==> src/rtl/spi_main_if.sv <==
// Byte-level handshake between local logic and the spi_main SPI controller.
// The local logic uses the master modport; spi_main uses the slave modport.
interface spi_main_if;
  logic [7:0] tx_data;
  logic       tx_start;
  logic       rx_start;
  logic       busy;
  logic       tx_done;
  logic [7:0] rx_data;
  logic       rx_valid;
  logic       rx_timeout;

  modport master (
    output tx_data, tx_start, rx_start,
    input  busy, tx_done, rx_data, rx_valid, rx_timeout
  );

  modport slave (
    input  tx_data, tx_start, rx_start,
    output busy, tx_done, rx_data, rx_valid, rx_timeout
  );
endinterface

==> src/rtl/spi_main.sv <==
// SPI main controller for the framed 8-bit protocol ('1' start bit, then 8
// data bits MSB first). mosi is updated and miso sampled on rising sclk; the
// sub works on falling sclk.
// Optional: define SPI_MAIN_STATS_EN to add tx_count/rx_count frame counters.
module spi_main #(
  parameter int CLK_DIV    = 4,
  parameter int RX_TIMEOUT = 64
) (
  input  logic clk,
  input  logic reset,
  spi_main_if.slave bus,
  output logic sclk,
  output logic cs,
  output logic mosi,
  input  logic miso
`ifdef SPI_MAIN_STATS_EN
  ,
  output logic [7:0] tx_count,
  output logic [7:0] rx_count
`endif
);
  localparam int DIV_W = (CLK_DIV > 2) ? $clog2(CLK_DIV) : 1;
  localparam int TO_W  = $clog2(RX_TIMEOUT + 1);

  typedef enum logic [2:0] {
    IDLE, LEAD, TX_SHIFT, RX_WAIT, RX_SHIFT, TRAIL
  } state_t;

  state_t            state;
  logic [DIV_W-1:0]  div_cnt;
  logic [3:0]        bit_cnt;   // rises seen in the current shift state
  logic [TO_W-1:0]   wait_cnt;  // rises seen in RX_WAIT without a start bit
  logic [7:0]        tx_sr;
  logic [7:0]        shift_in;
  logic              last;      // final rise done; leave on the next fall
  logic              abort;     // receive ended by timeout
  logic              is_tx;
  logic              tick;
  logic              rise;
  logic              fall;

  // Half-period boundary and the sclk edge it produces in shift states.
  assign tick = (div_cnt == DIV_W'(CLK_DIV - 1));
  assign rise = tick && !sclk;
  assign fall = tick && sclk;

  // Frame sequencer: all outputs are registered here.
  always_ff @(posedge clk) begin
    if (reset) begin
      state          <= IDLE;
      div_cnt        <= '0;
      bit_cnt        <= '0;
      wait_cnt       <= '0;
      tx_sr          <= '0;
      shift_in       <= '0;
      last           <= 1'b0;
      abort          <= 1'b0;
      is_tx          <= 1'b0;
      sclk           <= 1'b0;
      cs             <= 1'b1;
      mosi           <= 1'b0;
      bus.busy       <= 1'b0;
      bus.tx_done    <= 1'b0;
      bus.rx_valid   <= 1'b0;
      bus.rx_timeout <= 1'b0;
      bus.rx_data    <= '0;
`ifdef SPI_MAIN_STATS_EN
      tx_count       <= '0;
      rx_count       <= '0;
`endif
    end else begin
      bus.tx_done    <= 1'b0;
      bus.rx_valid   <= 1'b0;
      bus.rx_timeout <= 1'b0;
      if (state != IDLE)
        div_cnt <= tick ? '0 : div_cnt + DIV_W'(1);

      case (state)
        IDLE: begin
          div_cnt  <= '0;
          bit_cnt  <= '0;
          wait_cnt <= '0;
          last     <= 1'b0;
          abort    <= 1'b0;
          // tx has priority; a simultaneous rx_start is dropped
          if (bus.tx_start) begin
            state    <= LEAD;
            cs       <= 1'b0;
            bus.busy <= 1'b1;
            is_tx    <= 1'b1;
            tx_sr    <= bus.tx_data;
          end else if (bus.rx_start) begin
            state    <= LEAD;
            cs       <= 1'b0;
            bus.busy <= 1'b1;
            is_tx    <= 1'b0;
          end
        end

        LEAD: if (tick) state <= is_tx ? TX_SHIFT : RX_WAIT;

        TX_SHIFT: if (tick) begin
          sclk <= !sclk;
          if (rise) begin
            bit_cnt <= bit_cnt + 4'd1;
            // start bit, 8 data bits, then a low guard period
            if (bit_cnt == 4'd0)
              mosi <= 1'b1;
            else if (bit_cnt <= 4'd8) begin
              mosi  <= tx_sr[7];
              tx_sr <= {tx_sr[6:0], 1'b0};
            end else
              mosi <= 1'b0;
          end else if (bit_cnt == 4'd10)
            state <= TRAIL;
        end

        RX_WAIT: if (tick) begin
          sclk <= !sclk;
          if (rise) begin
            if (miso) begin
              state   <= RX_SHIFT;
              bit_cnt <= '0;
            end else begin
              wait_cnt <= wait_cnt + TO_W'(1);
              if (wait_cnt == TO_W'(RX_TIMEOUT - 1)) begin
                last  <= 1'b1;
                abort <= 1'b1;
              end
            end
          end else if (last)
            state <= TRAIL;
        end

        RX_SHIFT: if (tick) begin
          sclk <= !sclk;
          if (rise) begin
            shift_in <= {shift_in[6:0], miso};
            bit_cnt  <= bit_cnt + 4'd1;
            if (bit_cnt == 4'd7) last <= 1'b1;
          end else if (last)
            state <= TRAIL;
        end

        TRAIL: if (tick) begin
          state    <= IDLE;
          cs       <= 1'b1;
          mosi     <= 1'b0;
          bus.busy <= 1'b0;
          if (is_tx) begin
            bus.tx_done <= 1'b1;
`ifdef SPI_MAIN_STATS_EN
            tx_count    <= tx_count + 8'd1;
`endif
          end else if (abort)
            bus.rx_timeout <= 1'b1;
          else begin
            bus.rx_valid <= 1'b1;
            bus.rx_data  <= shift_in;
`ifdef SPI_MAIN_STATS_EN
            rx_count     <= rx_count + 8'd1;
`endif
          end
        end

        default: state <= IDLE;
      endcase
    end
  end

endmodule

==> src/flat_wrapper.sv <==
// flat-port wrapper written by rule: the top's interface ports become plain ports
module spi_main_flat 
#(
  parameter int CLK_DIV    = 4,
  parameter int RX_TIMEOUT = 64
)
  (clk, reset, sclk, cs, mosi, miso, bus_tx_data, bus_tx_start, bus_rx_start, bus_busy, bus_tx_done, bus_rx_data, bus_rx_valid, bus_rx_timeout);
  spi_main_if bus_i ();
  input  logic clk;
  input  logic reset;
  output logic sclk;
  output logic cs;
  output logic mosi;
  input  logic miso;
  input wire logic [$bits(bus_i.tx_data)-1:0] bus_tx_data;
  input wire logic [$bits(bus_i.tx_start)-1:0] bus_tx_start;
  input wire logic [$bits(bus_i.rx_start)-1:0] bus_rx_start;
  output wire logic [$bits(bus_i.busy)-1:0] bus_busy;
  output wire logic [$bits(bus_i.tx_done)-1:0] bus_tx_done;
  output wire logic [$bits(bus_i.rx_data)-1:0] bus_rx_data;
  output wire logic [$bits(bus_i.rx_valid)-1:0] bus_rx_valid;
  output wire logic [$bits(bus_i.rx_timeout)-1:0] bus_rx_timeout;
  assign bus_i.tx_data = bus_tx_data;
  assign bus_i.tx_start = bus_tx_start;
  assign bus_i.rx_start = bus_rx_start;
  assign bus_busy = bus_i.busy;
  assign bus_tx_done = bus_i.tx_done;
  assign bus_rx_data = bus_i.rx_data;
  assign bus_rx_valid = bus_i.rx_valid;
  assign bus_rx_timeout = bus_i.rx_timeout;
  spi_main #(.CLK_DIV(CLK_DIV), .RX_TIMEOUT(RX_TIMEOUT)) u_core (.clk(clk), .reset(reset), .bus(bus_i), .sclk(sclk), .cs(cs), .mosi(mosi), .miso(miso));
endmodule
==> config.mk <==
export PLATFORM = sky130hd
export DESIGN_NAME = spi_main_flat
export DESIGN_NICKNAME = d
export VERILOG_FILES = /design/src/rtl/spi_main_if.sv /design/src/rtl/spi_main.sv /design/src/flat_wrapper.sv
export SDC_FILE = /design/constraint.sdc
export NUM_CORES = 1
export LEC_CHECK = 0
export ABC_AREA = 1
export BUFFER_PORTS_ARGS = -buffer_cell sky130_fd_sc_hd__buf_2
export CAP_MARGIN = 20
export CORE_ASPECT_RATIO = 1.4
export CORE_MARGIN = 3
export CORE_UTILIZATION = 30
export DETAILED_ROUTE_END_ITERATION = 10
export MAX_ROUTING_LAYER = met4
export PLACE_DENSITY = 0.42
export SLEW_MARGIN = 30
export SYNTH_ARGS = -nofsm -noshare
export SYNTH_HDL_FRONTEND = slang
export SYNTH_SLANG_ARGS = --single-unit
==> constraint.sdc <==
create_clock -name clk -period 3.8 [get_ports clk]
set_clock_uncertainty 0.05 [all_clocks]
set_input_delay 0.76 -clock clk [delete_from_list [all_inputs] [get_ports clk]]
set_output_delay 0.76 -clock clk [all_outputs]
set_load 0.1 [all_outputs]
==> flow_summary.yaml, run 1 <==
status:
  status: "complete, no violations"
setup_path:
  crit_end: "sclk"
  r2r_start: "u_core.div_cnt[0]"
  crit_start: "u_core.sclk"
  crit_cells: 1
  reg2reg_to: "u_core.state[1]"
  critPathRequiredTime_ns: 2.99
  cp_slowest_cell: "buf_2"
  cp_max_fo: 3
  crit_type: "flop to output port"
  path_cells: "buf_2"
  start_kind: "flop"
  cp_slowest_stage_delay_ns: 0.47
  crit_buf_inv: 1
  reg2reg_depth: 9
  cp-end-kind: "output port"
  path_delay_family: "buffers and inverters"
  reg2reg_slack_ns: 1.90
  crit_arrival_ns: 1.21
timing:
  fin_crit_ns: 2.02
  setup_viol: 0
  rsz0062_at_grt: "no"
  tns_ns: 0
  period_share_pct: 53.1
  max_freq_ghz: 0.495
  hold_viol: 0
  worst_pin_slew_ns: 0.563
  max_slew_margin_pct: 62.4
  worst_slack_ns: 1.78
  drv_slew: 0
  holdWs_ns: 0.390
job:
  max_cap_violations: 0
die:
  coreArea_um2: 7940
  dieArea_um2: 9470
  initial_core_util_pct: 31.4
  core.rowCount: 38
  die_y_um: 114
  die_x_um: 83.1
  pin_count: 28
power_and_ir_drop:
  switchingPower_w: 0.000722
  swShare_pct: 43.9
  cellPowerDensity_nw_per_um2: 595
  p_seq_share_pct: 41.0
  p_leak_nw: 1.25
  power_w: 0.00165
  vdd_drop_max_uv: 207
  internal_power_w: 0.000924
  comb_power_share_pct: 39.8
  pwr-share-clk_pct: 19.2
yosys:
  ys_dominant_reg_cell: "dfxtp_1"
  synth_edf_count: 0
  yosys-top-cells-count: "83 x nand2_1, 64 x nor2_1, 50 x dfxtp_1"
  syn_inst: 358
  yosysWarnings: 0
  ys_types: 30
  postSynthAreaPerCell_um2: 6.97
  synthTopCellsByArea: "dfxtp_1 40%, nand2_1 12%, nor2_1 9.6%, o21ai_0 6.8%, inv_1 6.0%"
  yosysMostFrequentCell: "nand2_1"
  syn-num-nets: 376
  synth_top_area_share_pct: 40.1
  synth_area_um2: 2500
  synth-async-reset-ratio_pct: 0
  seq_area_frac_synth_pct: 40.1
  yosysTopAreaCell: "dfxtp_1"
  ys_ff_latch: 50
route:
  drc: 0
  avgRoutedWirePerCell_um: 12.1
  dr_total_vias: 2191
  ant_nets: 0
  first_iter_violations: 106
  vias_per_cell: 4.54
  drt-total-wl_mm: 5.83
  first_pass_iters: 4
global_route:
  grt_max_degree: 33
  antenna_found_initial: 0
  grt.overflow.total: 0
  grt_pass1_wl_mm: 9.82
  grt_pass1_vias: 2022
  grt_usage_pct: 13.4
clock_tree:
  clock_sinks: 50
  clk_latency_ns: 0.31
  cts-buffers-inserted: 5
  ctsRootBufferMaster: "clkbuf_8"
  clk_path_buf_depth: 2
  htreeDepth: 2
  ctsHoldBuffers: 0
  cts_tree: "done"
  cts_resized: 0
  clkTransAtPathRegs_ns: 0.09
  post-cts-setup-buffer-count: 0
place:
  placed_cells: 476
  io_buffers: 27
  gp_congestion: 0.783
  post-dp-hpwl_mm: 4.26
  place_ws_ns: 1.58
min_path:
  hold_class: "flop to flop"
cells_and_area:
  nets: 401
  antenna_cells: 0
  layoutNonFillerInstCount: 483
  area_delta_synth_final_pct: 10.9
  drive_gt1_share_pct: 15.4
logic make-up (layout without fill, tap and decap cells):
family,after synthesis,count (layout),synth area share (%)
compound gates,54,54,11.7
buf+inv,53,78,9.57
fa+ha+maj,5,5,2.51
simple gates,194,194,35.4
flops,50,50,40.1
xor+xnor,2,2,0.702
final cells by class:
class                           count  area [um^2]
Fill cell                         881         5170
Multi-Input combinational cell    255         1260
Sequential cell                    50         1000
Inverter                           44          168
Timing Repair Buffer               27          135
Tap cell                          100          125
Clock buffer                        5         68.8
Clock inverter                      2         13.8
per-stage QoR:
stage | area, um^2 | util [%]
2_1_floorplan | 2500 | -
3_3_place_gp | 2690 | 33.8
3_5_place_dp | 2690 | 33.8
4_1_cts | 2770 | 34.9
5_1_grt | 2770 | 34.9
6_report | 2770 | 34.9
cell usage in the layout (no fill, tap or decap), types with 2 or more instances in the layout:
cell type	count
nand3_1	21
nand4_1	3
nand2_1	83
a21oi_1	14
buf_2	27
ha_1	5
dfxtp_1	50
nand2_2	2
nand2_4	4
inv_2	4
inv_1	39
nor3_1	4
nor2_1	64
nor2_4	3
nand3_2	2
nor2_2	6
clkbuf_8	5
xor2_1	2
o21ai_0	34
worst register-to-register path, stage by stage (launching register included):
cell and delay [ns]:
dfxtp_1 0.32, ha_1 0.25, inv_1 0.16, nor2_2 0.07, nand3_1 0.32, nand3_1 0.23, nor2_2 0.23, nand2_1 0.07
nand2_1 0.06, nor2_1 0.05
power groups by stage:
stage / logic [W] / registers [W] / clock network [W]
floorplan: 0.000523 / 0.000713 / 0
detailed placement: 0.000662 / 0.000689 / 0
global route: 0.000759 / 0.000690 / 0.000353
finish: 0.000655 / 0.000676 / 0.000316
global placement: 0.000665 / 0.000689 / 0
CTS: 0.000666 / 0.000678 / 0.000335
sequential cells by signal, indices dropped and copies added, names as in the netlist, 2 cells and up:
name,count
u_core.bus.rx_data,8
u_core.shift_in,8
u_core.tx_sr,8
u_core.wait_cnt,7
u_core.bit_cnt,4
u_core.state,3
u_core.div_cnt,2
routing by layer:
layer | track usage (%) | wire length, um | vias up
met1 | 15.3 | 2700 | 973
met3 | 2.82 | 167 | 10
met5 | - | 0 | -
met4 | 5.67 | 151 | 0
met2 | 22.7 | 2810 | 32
li1 | - | - | 1176
worst min-delay path by stage:
stage	cells after the start	endpoint	slack, ns	startpoint
after floorplan	1	u_core.div_cnt[0]	0.36	u_core.div_cnt[0]
after global placement	1	u_core.div_cnt[0]	0.37	u_core.div_cnt[0]
after detailed placement	1	u_core.div_cnt[0]	0.38	u_core.div_cnt[0]
after CTS	1	u_core.div_cnt[0]	0.40	u_core.div_cnt[0]
after global routing	1	u_core.div_cnt[0]	0.41	u_core.div_cnt[0]
final	1	u_core.div_cnt[0]	0.39	u_core.div_cnt[0]
No activity file was read; power rests on OpenSTA's default activity.
==> run 2: changes to the inputs <==
--- a/config.mk
+++ b/config.mk
@@ -13,7 +13,7 @@
 export CORE_UTILIZATION = 30
 export DETAILED_ROUTE_END_ITERATION = 10
 export MAX_ROUTING_LAYER = met4
-export PLACE_DENSITY = 0.42
+export PLACE_DENSITY = 0.44
 export SLEW_MARGIN = 30
 export SYNTH_ARGS = -nofsm -noshare
 export SYNTH_HDL_FRONTEND = slang
==> constraint.sdc (replaced) <==
create_clock -name clk -period 1.76 [get_ports clk]
set_clock_uncertainty 0.05 [all_clocks]
set_input_delay 0.352 -clock clk [delete_from_list [all_inputs] [get_ports clk]]
set_output_delay 0.352 -clock clk [all_outputs]
set_load 0.1 [all_outputs]
==> run 2 against run 1 <==
Net effect:
- clock power rose by 130%
- sequential share of layout area fell by 0.81 points
- utilization rose by 0.93 points
- register-to-register slack got worse by 1.7 ns
- first-iteration DRC count fell by 29%
- critical path depth rose by 8
- total power rose by 120%
- flip-flop and latch count did not move
- count of clock-buffer cells in the layout did not move
- largest cell class unchanged
==> flow_summary.yaml, run 2 (synthesis gave the netlist of run 1 again) <==
status:
  status: "complete, no violations"
setup_path:
  r2r_start: "u_core.div_cnt[0]"
  reg2reg_slack_ns: 0.17
  cp_max_fo: 5
  reg2reg_depth: 9
  cp_slowest_cell: "dfxtp_1"
  critPathRequiredTime_ns: 1.92
  cp_slowest_stage_delay_ns: 0.32
  cp-end-kind: "flop"
  crit_arrival_ns: 1.75
  path_cells: "ha_1, inv_1, nor2_2, nand3_1, nand3_1, nor2_2, nand2_1, nand2_1, nor2_1"
  start_kind: "flop"
  reg2reg_to: "u_core.state[1]"
  crit_type: "flop to flop"
clock_tree:
  cts-buffers-inserted: 5
  htreeDepth: 2
  ctsRootBufferMaster: "clkbuf_8"
  clk_latency_ns: 0.31
  cts_tree: "done"
  post-cts-setup-buffer-count: 0
  clock_sinks: 50
  ctsHoldBuffers: 0
  clk_path_buf_depth: 2
  clkTransAtPathRegs_ns: 0.10
global_route:
  grt.overflow.total: 0
  grt_max_degree: 26
  grt_pass1_vias: 2168
  grt_usage_pct: 13.0
  grt_pass1_wl_mm: 9.80
  antenna_found_initial: 0
power_and_ir_drop:
  p_seq_share_pct: 40.2
  comb_power_share_pct: 39.9
  swShare_pct: 43.8
  vdd_drop_max_uv: 774
  cellPowerDensity_nw_per_um2: 1280
  switchingPower_w: 0.00159
  pwr-share-clk_pct: 19.9
  internal_power_w: 0.00204
  p_leak_nw: 1.29
timing:
  fin_crit_ns: 1.59
  max_freq_ghz: 0.630
  tns_ns: 0
  worst_pin_slew_ns: 0.491
  rsz0062_at_grt: "no"
  worst_slack_ns: 0.173
  period_share_pct: 90.2
  hold_viol: 0
  setup_viol: 0
  drv_slew: 0
  max_slew_margin_pct: 67.5
route:
  drt-met1-wl_mm: 2.52
  first_iter_violations: 75
  met2WireLength_mm: 2.76
  avgRoutedWirePerCell_um: 11.4
  top_layer_used: "met4"
  wl_met3_um: 189
  ant_nets: 0
  first_pass_iters: 4
  dr_total_vias: 2231
  drt-total-wl_mm: 5.58
  drc: 0
  vias_per_cell: 4.54
die:
  pin_count: 28
  die_x_um: 83.1
  core.rowCount: 38
  die_y_um: 114
  coreArea_um2: 7940
  dieArea_um2: 9470
  initial_core_util_pct: 31.4
min_path:
  min_from: "bus_tx_start"
  hold_class: "input port to flop"
  hold_depth: 3
  hold_end: "u_core.is_tx"
place:
  place_ws_ns: 0.0850
  gp_congestion: 0.842
  io_buffers: 27
  post-dp-hpwl_mm: 4.23
cells_and_area:
  fillerInstances: 878
  final_common_cell: "nand2_1"
  layout_common_cells: "82 x nand2_1, 64 x nor2_1, 47 x dfxtp_1"
  nets: 408
  drive_gt1_share_pct: 17.9
  reg.largest.list: "u_core.bus.rx_data: 8 flops, u_core.shift_in: 8 flops, u_core.tx_sr: 8 flops"
  area_delta_synth_final_pct: 13.8
  multi_input_comb_area_um2: 1260
  antenna_cells: 0
  ff_latch_area_um2: 1000
job:
  max_cap_violations: 0
-- run 2: changes by cell type in the layout (fill, tap and decap cells not counted), moves of 2 or more --
cell,previous run,this run
buf_4,0,7
clkinv_4,0,2
dfxtp_1,50,47
dfxtp_2,0,3
-- run 2: layout make-up --
cell class / instances / area share [%]
clock buffers: 5 / 2.42
multi-input cells: 255 / 44.3
repair buffers: 34 / 6.61
inverters: 44 / 5.90
well taps: 100 / 4.40
clock inverters: 3 / 1.01
flip-flops and latches: 50 / 35.4
-- run 2: layer usage --
| metal | global-route usage [%] | vias up |
|---|---|---|
| met3 | 2.46 | 10 |
| met5 | - | - |
| li1 | - | 1191 |
| met4 | 5.23 | 0 |
| met2 | 22.5 | 41 |
| met1 | 14.7 | 989 |
-- run 2: critical path, delay by kind of cell (launching register included) --
family / cells / cell delay (ns)
fa+ha+maj: 1 / 0.24
flops: 1 / 0.32
buf+inv: 1 / 0.16
simple gates: 7 / 0.72
-- run 2: stage by stage --
step / instance area, um^2 / utilization [%] / std cells / hold WS [ns] / power (W)
floorplan: 2500 / - / 358 / 0.358 / 0.00267
global placement: 2740 / 34.5 / 483 / 0.365 / 0.00294
detailed placement: 2740 / 34.5 / 483 / 0.375 / 0.00293
CTS: 2840 / 35.7 / 491 / 0.300 / 0.00368
global route: 2840 / 35.8 / 491 / 0.316 / 0.00396
finish: 2840 / 35.8 / 491 / 0.316 / 0.00363
-- run 2: repair_timing --
action                                 CTS  global route
endpoints found under the hold margin    0             0
resized for setup                        0             3
setup endpoints to repair                0            14
-- run 2: power groups by stage --
stage	Combinational, W	Sequential [W]	Clock, W
3_3_place_gp	0.00146	0.00148	0
4_1_cts	0.00146	0.00145	0.000767
2_1_floorplan	0.00113	0.00154	0
6_report	0.00145	0.00146	0.000724
5_1_grt	0.00167	0.00148	0.000810
3_5_place_dp	0.00145	0.00148	0
-- run 2: how the worst max path moves through the flow --
| stage | start | to | slack [ns] | depth (start not counted) |
|---|---|---|---|---|
| after floorplan | u_core.sclk | u_core.state[2] | 0.01 | 9 |
| after global placement | u_core.state[1] | u_core.wait_cnt[4] | 0.03 | 7 |
| after detailed placement | u_core.state[1] | u_core.wait_cnt[4] | 0.08 | 7 |
| after CTS | u_core.state[1] | u_core.wait_cnt[4] | 0.06 | 7 |
| after global routing | u_core.bit_cnt[0] | u_core.tx_sr[4] | 0.002 | 10 |
| final | u_core.div_cnt[0] | u_core.state[1] | 0.17 | 9 |
